===== src/rtl/dcd_pkg.sv =====
// dcd_pkg -- shared definitions for the programmable Core-B address decoder.
//   * transfer-mode encodings carried on MmMOD
//   * is_load(): true for the modes that present a fresh address
//   * region_t : one decode-table entry (base, compare mask, enable)
package dcd_pkg;

    localparam logic [2:0] MODE_IDLE      = 3'b000;
    localparam logic [2:0] MODE_BUSY      = 3'b001;
    localparam logic [2:0] MODE_LDADDR    = 3'b010;
    localparam logic [2:0] MODE_SEQADDR   = 3'b011;
    localparam logic [2:0] MODE_LDWRPADDR = 3'b110;
    localparam logic [2:0] MODE_WRPADDR   = 3'b111;

    typedef struct packed {
        logic [31:0] base;
        logic [31:0] mask;   // 1 = bit takes part in the compare
        logic        en;
    } region_t;

    function automatic logic is_load(input logic [2:0] mode);
        return (mode == MODE_LDADDR) || (mode == MODE_LDWRPADDR);
    endfunction

endpackage


===== src/rtl/dcd_prog_if.sv =====
// dcd_prog_if -- bus and configuration signals of the decoder.
//   master modport : arbiter/bus side plus configuration agent (drives
//                    address, mode, grant, ready and Cfg* strobes)
//   slave modport  : the decoder (drives selects, pending flag, error outputs)
interface dcd_prog_if #(
    parameter int NMST = 16,
    parameter int NSLV = 8,
    parameter int ECW  = 16
);
    localparam int IW = (NSLV > 1) ? $clog2(NSLV) : 1;

    logic [31:0]     MmADDR;
    logic [2:0]      MmMOD;
    logic [NMST-1:0] AmCMUX;
    logic            MsRDY;
    logic            CfgWE;
    logic [IW-1:0]   CfgIDX;
    logic [31:0]     CfgBASE;
    logic [31:0]     CfgMASK;
    logic            CfgEN;
    logic            CfgCLR;
    logic [NSLV-1:0] DxSEL;
    logic [NSLV-1:0] DmRMUX;
    logic            CfgPEND;
    logic            DcdERR;
    logic [ECW-1:0]  DcdERRCNT;

    modport master (
        output MmADDR, MmMOD, AmCMUX, MsRDY,
        output CfgWE, CfgIDX, CfgBASE, CfgMASK, CfgEN, CfgCLR,
        input  DxSEL, DmRMUX, CfgPEND, DcdERR, DcdERRCNT
    );

    modport slave (
        input  MmADDR, MmMOD, AmCMUX, MsRDY,
        input  CfgWE, CfgIDX, CfgBASE, CfgMASK, CfgEN, CfgCLR,
        output DxSEL, DmRMUX, CfgPEND, DcdERR, DcdERRCNT
    );

endinterface


===== src/rtl/dcd_region_match.sv =====
// dcd_region_match -- compares one address against one region entry.
//   addr_i  : final (held or live) bus address
//   entry_i : active table entry for this slot
//   hit_o   : entry enabled and every masked bit of addr_i equals base
module dcd_region_match
    import dcd_pkg::*;
(
    input  logic [31:0] addr_i,
    input  region_t     entry_i,
    output logic        hit_o
);

    assign hit_o = entry_i.en && (((addr_i ^ entry_i.base) & entry_i.mask) == 32'h0);

endmodule


===== src/rtl/dcd_prog.sv =====
// dcd_prog -- run-time programmable address decoder for the Core-B bus.
//   CLK, nRST : bus clock, asynchronous active-low reset
//   bus       : dcd_prog_if.slave
//     in  MmADDR/MmMOD/AmCMUX/MsRDY : address, mode, granted master, ready
//     in  Cfg*                      : shadow-table write port, counter clear
//     out DxSEL                     : combinational one-hot slave select
//     out DmRMUX                    : read-mux select, loaded on MsRDY
//     out CfgPEND                   : shadow table differs from active table
//     out DcdERR/DcdERRCNT          : unmapped-access pulse and saturating count
// Slot 0 is the default slave; slots 1..NSLV-1 are programmable regions.
// Table writes land in a shadow copy and are committed as a whole only on an
// IDLE+MsRDY edge, so the map can never change in the middle of a burst.
module dcd_prog
    import dcd_pkg::*;
#(
    parameter int                  NMST      = 16,
    parameter int                  NSLV      = 8,
    parameter logic [NSLV*32-1:0]  INIT_BASE = '0,
    parameter logic [NSLV*32-1:0]  INIT_MASK = '0,
    parameter logic [NSLV-1:0]     INIT_EN   = '0,
    parameter int                  ECW       = 16
) (
    input  logic       CLK,
    input  logic       nRST,
    dcd_prog_if.slave  bus
);

    localparam int IW = (NSLV > 1) ? $clog2(NSLV) : 1;

    function automatic region_t init_entry(input int idx);
        region_t e;
        e.base = INIT_BASE[32*idx +: 32];
        e.mask = INIT_MASK[32*idx +: 32];
        e.en   = INIT_EN[idx];
        return e;
    endfunction

    // State
    region_t         shadow_q [1:NSLV-1];
    region_t         shadow_d [1:NSLV-1];
    region_t         active_q [1:NSLV-1];
    region_t         active_d [1:NSLV-1];
    logic [31:0]     l_addr_q, l_addr_d;
    logic            pend_q,   pend_d;
    logic            err_q,    err_d;
    logic [ECW-1:0]  cnt_q,    cnt_d;
    logic [NSLV-1:0] rmux_q,   rmux_d;

    // Decode
    logic            load;
    logic            dft_mst;
    logic [31:0]     final_addr;
    logic [NSLV-1:1] hit;
    logic            any_hit;
    logic [NSLV-1:0] dx_sel;
    logic            commit;
    logic            cfg_acc;
    logic            err_cond;

    assign load       = is_load(bus.MmMOD);
    assign dft_mst    = bus.AmCMUX[0] & ~|bus.AmCMUX[NMST-1:1];
    assign final_addr = load ? bus.MmADDR : l_addr_q;

    for (genvar g = 1; g < NSLV; g++) begin : g_match
        dcd_region_match u_match (
            .addr_i  (final_addr),
            .entry_i (active_q[g]),
            .hit_o   (hit[g])
        );
    end

    // Lowest hitting slot wins; no hit or default master falls back to slot 0.
    always_comb begin
        // NOTE: every variable gets a default before any branch so no latch is inferred.
        dx_sel  = '0;
        any_hit = 1'b0;
        for (int i = 1; i < NSLV; i++) begin
            if (!any_hit && hit[i]) begin
                dx_sel[i] = 1'b1;
                any_hit   = 1'b1;
            end
        end
        if (dft_mst || !any_hit) begin
            dx_sel = NSLV'(1);
        end
    end

    assign commit   = pend_q && (bus.MmMOD == MODE_IDLE) && bus.MsRDY;
    assign err_cond = bus.MsRDY && load && !dft_mst && !any_hit;

    always_comb begin
        shadow_d = shadow_q;
        cfg_acc  = 1'b0;
        // Index 0 and out-of-range indices match no slot and are dropped.
        for (int i = 1; i < NSLV; i++) begin
            if (bus.CfgWE && (bus.CfgIDX == IW'(i))) begin
                shadow_d[i].base = bus.CfgBASE;
                shadow_d[i].mask = bus.CfgMASK;
                shadow_d[i].en   = bus.CfgEN;
                cfg_acc          = 1'b1;
            end
        end

        // Copies shadow_q, i.e. the table before this cycle's write.
        active_d = commit ? shadow_q : active_q;

        if (cfg_acc) begin
            pend_d = 1'b1;
        end else if (commit) begin
            pend_d = 1'b0;
        end else begin
            pend_d = pend_q;
        end

        l_addr_d = load ? bus.MmADDR : l_addr_q;
        rmux_d   = bus.MsRDY ? dx_sel : rmux_q;
        err_d    = err_cond;

        if (bus.CfgCLR) begin
            cnt_d = '0;
        end else if (err_cond && (cnt_q != '1)) begin
            cnt_d = cnt_q + ECW'(1);
        end else begin
            cnt_d = cnt_q;
        end
    end

    always_ff @(posedge CLK or negedge nRST) begin
        if (!nRST) begin
            // NOTE: the tables are a handful of flops, not a RAM, so they are
            // reset to the INIT map; this also discards uncommitted writes.
            for (int i = 1; i < NSLV; i++) begin
                shadow_q[i] <= init_entry(i);
                active_q[i] <= init_entry(i);
            end
            l_addr_q <= '0;
            pend_q   <= 1'b0;
            err_q    <= 1'b0;
            cnt_q    <= '0;
            rmux_q   <= NSLV'(1);
        end else begin
            // NOTE: non-blocking assignments make every register sample the
            // pre-edge values, which is what lets a commit and a shadow write
            // share one edge without the write leaking into the active table.
            shadow_q <= shadow_d;
            active_q <= active_d;
            l_addr_q <= l_addr_d;
            pend_q   <= pend_d;
            err_q    <= err_d;
            cnt_q    <= cnt_d;
            rmux_q   <= rmux_d;
        end
    end

    assign bus.DxSEL     = dx_sel;
    assign bus.DmRMUX    = rmux_q;
    assign bus.CfgPEND   = pend_q;
    assign bus.DcdERR    = err_q;
    assign bus.DcdERRCNT = cnt_q;

endmodule


===== src/flat_wrapper.sv =====
// flat-port wrapper written by rule: the top's interface ports become plain ports
module dcd_prog_flat import dcd_pkg::*;
#(
    parameter int                  NMST      = 16,
    parameter int                  NSLV      = 8,
    parameter logic [NSLV*32-1:0]  INIT_BASE = '0,
    parameter logic [NSLV*32-1:0]  INIT_MASK = '0,
    parameter logic [NSLV-1:0]     INIT_EN   = '0,
    parameter int                  ECW       = 16
)
  (CLK, nRST, bus_MmADDR, bus_MmMOD, bus_AmCMUX, bus_MsRDY, bus_CfgWE, bus_CfgIDX, bus_CfgBASE, bus_CfgMASK, bus_CfgEN, bus_CfgCLR, bus_DxSEL, bus_DmRMUX, bus_CfgPEND, bus_DcdERR, bus_DcdERRCNT);
  dcd_prog_if #(.NMST(NMST), .NSLV(NSLV), .ECW(ECW)) bus_i ();
  input  logic CLK;
  input  logic nRST;
  input wire logic [$bits(bus_i.MmADDR)-1:0] bus_MmADDR;
  input wire logic [$bits(bus_i.MmMOD)-1:0] bus_MmMOD;
  input wire logic [$bits(bus_i.AmCMUX)-1:0] bus_AmCMUX;
  input wire logic [$bits(bus_i.MsRDY)-1:0] bus_MsRDY;
  input wire logic [$bits(bus_i.CfgWE)-1:0] bus_CfgWE;
  input wire logic [$bits(bus_i.CfgIDX)-1:0] bus_CfgIDX;
  input wire logic [$bits(bus_i.CfgBASE)-1:0] bus_CfgBASE;
  input wire logic [$bits(bus_i.CfgMASK)-1:0] bus_CfgMASK;
  input wire logic [$bits(bus_i.CfgEN)-1:0] bus_CfgEN;
  input wire logic [$bits(bus_i.CfgCLR)-1:0] bus_CfgCLR;
  output wire logic [$bits(bus_i.DxSEL)-1:0] bus_DxSEL;
  output wire logic [$bits(bus_i.DmRMUX)-1:0] bus_DmRMUX;
  output wire logic [$bits(bus_i.CfgPEND)-1:0] bus_CfgPEND;
  output wire logic [$bits(bus_i.DcdERR)-1:0] bus_DcdERR;
  output wire logic [$bits(bus_i.DcdERRCNT)-1:0] bus_DcdERRCNT;
  assign bus_i.MmADDR = bus_MmADDR;
  assign bus_i.MmMOD = bus_MmMOD;
  assign bus_i.AmCMUX = bus_AmCMUX;
  assign bus_i.MsRDY = bus_MsRDY;
  assign bus_i.CfgWE = bus_CfgWE;
  assign bus_i.CfgIDX = bus_CfgIDX;
  assign bus_i.CfgBASE = bus_CfgBASE;
  assign bus_i.CfgMASK = bus_CfgMASK;
  assign bus_i.CfgEN = bus_CfgEN;
  assign bus_i.CfgCLR = bus_CfgCLR;
  assign bus_DxSEL = bus_i.DxSEL;
  assign bus_DmRMUX = bus_i.DmRMUX;
  assign bus_CfgPEND = bus_i.CfgPEND;
  assign bus_DcdERR = bus_i.DcdERR;
  assign bus_DcdERRCNT = bus_i.DcdERRCNT;
  dcd_prog #(.NMST(NMST), .NSLV(NSLV), .INIT_BASE(INIT_BASE), .INIT_MASK(INIT_MASK), .INIT_EN(INIT_EN), .ECW(ECW)) u_core (.CLK(CLK), .nRST(nRST), .bus(bus_i));
endmodule

===== config.mk =====
export PLATFORM = sky130hd
export DESIGN_NAME = dcd_prog_flat
export DESIGN_NICKNAME = d
export VERILOG_FILES = /design/src/rtl/dcd_pkg.sv /design/src/rtl/dcd_prog_if.sv /design/src/rtl/dcd_region_match.sv /design/src/rtl/dcd_prog.sv /design/src/flat_wrapper.sv
export SDC_FILE = /design/constraint.sdc
export NUM_CORES = 2
export LEC_CHECK = 0
export CAP_MARGIN = 20
export CORE_AREA = 2 2 265 267
export DETAILED_ROUTE_END_ITERATION = 12
export DIE_AREA = 0 0 267 269
export GPL_TIMING_DRIVEN = 0
export PLACE_DENSITY = 0.89
export SLEW_MARGIN = 15
export SYNTH_ARGS = -nofsm -noshare
export SYNTH_HDL_FRONTEND = slang
export SYNTH_SLANG_ARGS = --single-unit

===== constraint.sdc =====
create_clock -name CLK -period 7.3 [get_ports CLK]
set_input_delay 1.46 -clock CLK [delete_from_list [all_inputs] [get_ports CLK]]
set_output_delay 1.46 -clock CLK [all_outputs]
set_load 0.005 [all_outputs]

==> results by stage <==
STA:
- Of the available clock period, the critical path in the final layout requires 0.9890.
- Setup repair after global routing left no endpoint under its margin.
- The final count of pins violating max slew was 0.
- Final hold analysis gives a worst-case slack of 495.6 ps.
- The hold violation count in the final report came to 0.
- The worst-margin pin slew is 1223 ps.
- The routed design could run at a clock period as short as 7220 ps.
- The clock arrives with 32.67 ps of skew.
- Headroom to the max-slew limit came out at 0.1615.
- Setup violations remaining at the end of the flow were counted as 0.
- The maximum clock rate is 138.5 MHz.

Clock tree:
- The cell sitting at the root of the clock tree is a clkbuf_16.
- The number of hold-repair buffers added at the cts stage is 0.
- The clock reaches the later pin of the worst-skew pair after 670 ps.
- The count of clock tree sinks is 968.
- TritonCTS built the clock tree.
- After clock tree synthesis, the clock-pin slew on the worst setup and hold paths is 60 ps.
- In this run the number of H-tree levels came out at 3.
- The clock passes through at most 3 buffers.
- TritonCTS created 98 clock buffers.

Setup path:
- The startpoint identified for the worst register-to-register timing path is u_core.l_addr_q[25]$_DFF_PN0_.
- The worst stage delay on the critical path is ~850 ps.
- The setup path with the least slack is of type input port to primary output.
- The number of cells on the worst reg-to-reg path is 9.
- The critical path contains buffers and inverters numbering 3 combined.
- The required arrival time at the worst endpoint is 5840 ps.
- Of all nets on the critical path, the largest fanout is 8.
- The endpoint identified for the worst register-to-register timing path is u_core.bus.DcdERRCNT[5]$_DFFE_PN0P_.
- The signal on the critical path passes through clkdlybuf4s50_1, nor2b_4, buf_6, mux2i_2, xnor2_1, a22oi_1, nand4_1, nor3_1, nand4_1, nand2b_1, nor2_1, clkdlybuf4s50_1.
- The slowest stage of the critical path is the mux2i_2 cell.
- STA classifies the critical path startpoint as an input port.
- Broken down by cell family, the worst path's largest delay share belongs to simple AND/OR/NAND/NOR gates.
- The data arrival at the endpoint of the critical path is approximately 5800 ps.
- The element type at the critical path end is a primary output.
- Setup slack on the worst reg-to-reg path comes out at 3030 ps.

Synth:
- The post-synthesis cell type count is between 50 and 60.
- Counting flops with a built-in enable in the synthesized netlist gives 0.
- After synthesis, the share of flip-flops with an asynchronous set or reset is 1.000.
- The number of nets handed over by synthesis was 2888.
- The cell accounting for the most synthesized area is dfrtp_1.
- Synthesis handed over a netlist of 2763 instances.
- The combinational family with the most area after synthesis is multiplexers.
- Of the total synthesized cell area, the portion taken by AND, OR, NAND and NOR gates is 0.03949.
- The portion of the post-synthesis area used by sequential elements is 0.5922.
- Of the total synthesized cell area, the portion taken by XOR and XNOR cells is 0.03937.
- For this run, the number of Yosys warnings is 0.
- The most frequent cell after synthesis is dfrtp_1.
- Sorting the synthesized cells by how often they occur yields 967 x dfrtp_1, 925 x mux2_2, 182 x xnor2_1.
- The most frequently used flop master after synthesis is dfrtp_1.
- The area share of the largest cell type after synthesis is 0.5915.
- Synthesis inferred 968 register bits.
- After synthesis, the cell types taking the most area are dfrtp_1 59%, mux2_2 25%, xnor2_1 3.9%.
- The synthesized netlist occupies a cell area of just over 40000 um^2.
- Of the total synthesized cell area, the portion taken by full adders, half adders and majority gates is 0.0003059.
- The average instance area after synthesis is 14.81 um^2.
- The multiplexer fraction of the synthesized cell area is 0.2829.
- The complex-gate fraction of the synthesized area is 0.03111.

Floorplan:
- The number of standard-cell rows in the floorplan is 97.
- The floorplan step set the die width to 267 um.
- In this run the standard cell core region covers 69300 um^2.
- The floorplan step defined a die boundary enclosing 71820 um^2.
- The top-level port count is 158.
- The height of the chip is 269 um.
- For this configuration, the core starts out at a cell density of 0.5903.

Pwr:
- Cell internal power was estimated by the tool at between 10000 and 15000 uW.
- The net load switching power is 5882 uW.
- The portion of total power attributed to the clock network is 0.290.
- The leakage dissipation is 0.02064 uW.
- Of the total power, the share spent switching nets is 0.3252.
- The share of total power dissipated in sequential elements is 0.454.
- The share of total power dissipated in combinational logic is 0.256.
- The total power per unit cell area is 376.8 nW/um^2.
- The worst voltage drop across the vdd grid is 0.2531 mV.

Global route:
- The via count of the first global-routing pass was 26460.
- The number of antenna violations at the first check in global routing came to 10.
- The global-route total usage across every layer is 0.3831.
- For met2 alone, demand over resource in global routing was 0.6229.
- The global-route met1 utilization is 0.4921.
- The met3 global-route usage is 0.07005.
- After global routing the overflow that remains totals 0.
- The layer flagged by global routing as most heavily used is met2.
- The first global-routing pass estimated 190000 um of wire.
- Entering global routing, the biggest net connects 170 pins.

Detailed routing:
- The first detailed-routing pass took 6 iterations.
- In the routed design, unresolved DRC markers number 0.
- The total length of routed wires is about 140000 um.
- The post-detailed-route via-to-cell ratio is 6.337.
- In this run the remaining antenna-violating nets after routing total 0.
- Summing over every cut layer, the via total after detailed routing is 26050.
- The detailed-route wire length per cell is 33.13 um.
- The number of DRC markers in iteration 0 is approximately 2700.

Place:
- In this run the tool buffered the top-level ports with 155 buffer cells.
- The placed instance count is 3871.
- The detailed placer's ending HPWL is 99090 um.
- The global placement routability congestion is slightly above 1.

Finish:
- The final instance count without filler cells is 4110.
- The number of fill cells in the layout is 4518.
- For this run, the share of the core covered by cells in the final layout is 0.6926.
- The area added between synthesis and finish is 17.33%.
- The repair_antennas step left the layout with diodes totalling 0.
- The final layout net count is approximately 3200.
- The fraction of layout instances using a drive strength above 1 is 0.3861.

Hold path:
- The worst min-delay path startpoint is u_core.shadow_q[68]$_DFFE_PN0P_.
- The class of the tightest hold or removal check is flop to flop.
- The number of cells on the worst hold path is 1.
- The worst hold path terminates at u_core.active_q[68]$_DFFE_PN0P_.

Job:
- Across the run, the number of max-cap violations was 0.

Outcome:
- The run finished with clean final reports.
through the flow:
step                setup TNS, ps  cell area [um^2]  worst slack [ps]  power, uW
floorplan                       0             40910              2148      10440
CTS                             0             47390             12.61      17880
global placement                -             43630            -36110      12390
detailed placement          -3347             43920            -782.3      12600
global route                    0             47990             4.790      18640
finish                          0             47990             80.34      18090
repair_timing:
action / 4_1_cts / 5_1_grt
setup buffers: 1 / 60
setup endpoints to repair: 6 / 8
pin swaps: 2 / 0
resized for setup: 15 / 8
cell type report:
type / count / area, um^2 / area share
buffer: 109 / 473.0 / 0.009854
clock buffer: 154 / 3008 / 0.06267
clock inverter: 24 / 369.1 / 0.007690
inverter: 34 / 127.6 / 0.002659
multi-input combinational: 1652 / 16260 / 0.3389
sequential: 968 / 24220 / 0.5047
tap: 940 / 1176 / 0.02451
timing repair buffer: 229 / 2352 / 0.04901
kinds of logic (layout without fill, tap and decap cells):
family | Yosys count | after routing
AO/OA/AOI/OAI | 169 | 169
XOR/XNOR | 183 | 183
adder cells (fa/ha/maj) | 1 | 1
buffers and inverters | 143 | 550
flip-flops | 968 | 968
multiplexers | 1002 | 1002
AND/OR/NAND/NOR | 297 | 297
power groups by stage:
stage	sequential, uW	combinational [uW]	clock [uW]
after floorplan	7680	2760	0
after global placement	8160	4230	0
after detailed placement	8210	4390	0
after CTS	8140	4480	5260
after global routing	8330	4830	5480
final	8200	4640	5250
state kept, by name, indices dropped and copies added (netlist names):
| name | cells |
|---|---|
| u_core.active_q | 455 |
| u_core.shadow_q | 455 |
| u_core.l_addr_q | 32 |
| u_core.bus.DcdERRCNT | 16 |
| u_core.bus.DmRMUX | 8 |
| u_core.bus.CfgPEND | 1 |
| u_core.bus.DcdERR | 1 |
layout by cell type, fill, tap and decap left out, types with 5 or more instances in the layout:
master           Yosys  routed
mux2i_4             29      33
nor2b_1             15      15
a21oi_1             17      17
nand2b_1            42      42
dfrtp_1            967     967
buf_16               0       7
clkbuf_16            0     102
nor2_1              31      31
nand3_1             19      19
a2111oi_0            9       6
a22oi_1            113     110
mux2i_2              3       7
nand2_1             74      74
xnor2_1            182     181
mux2_2             925     925
a22o_1               5       5
bufinv_16            0       8
nor3_1              11      11
clkbuf_8             0      26
buf_12               3      11
clkdlybuf4s50_1      0     154
nor4_2               2       7
mux2i_1             41      33
nor4_1              21      14
clkbuf_1           101     125
inv_1               34      34
buf_4                1      55
a222oi_1            11      11
clkinv_2             0      11
nand4_1             60      60
worst reg2reg max path, delay by kind of cell (launching register included):
family          cells  cell delay [ps]
flops               1              390
compound gates      1              930
mux                 3             1210
simple gates        4             1400
buf+inv             1              220
worst max path at each step:
stage	to	slack, ps	startpoint	cells past startpoint
floorplan	bus_DxSEL[7]	2150	bus_MmMOD[1]	11
global placement	u_core.active_q[68]$_DFFE_PN0P_	-36110	nRST	1
detailed placement	bus_DxSEL[7]	-780	bus_MmMOD[1]	13
CTS	bus_DxSEL[7]	10	bus_MmMOD[1]	13
global route	bus_DxSEL[7]	5	bus_MmMOD[1]	13
finish	bus_DxSEL[7]	80	bus_MmMOD[1]	12
layer usage:
layer / share of wire / vias to the layer above
met4: 0.063 / 4
li1: - / 10650
met2: 0.48 / 1270
met3: 0.077 / 309
met5: 0.00018 / -
met1: 0.38 / 13820
(Power assumes the default switching activity.)
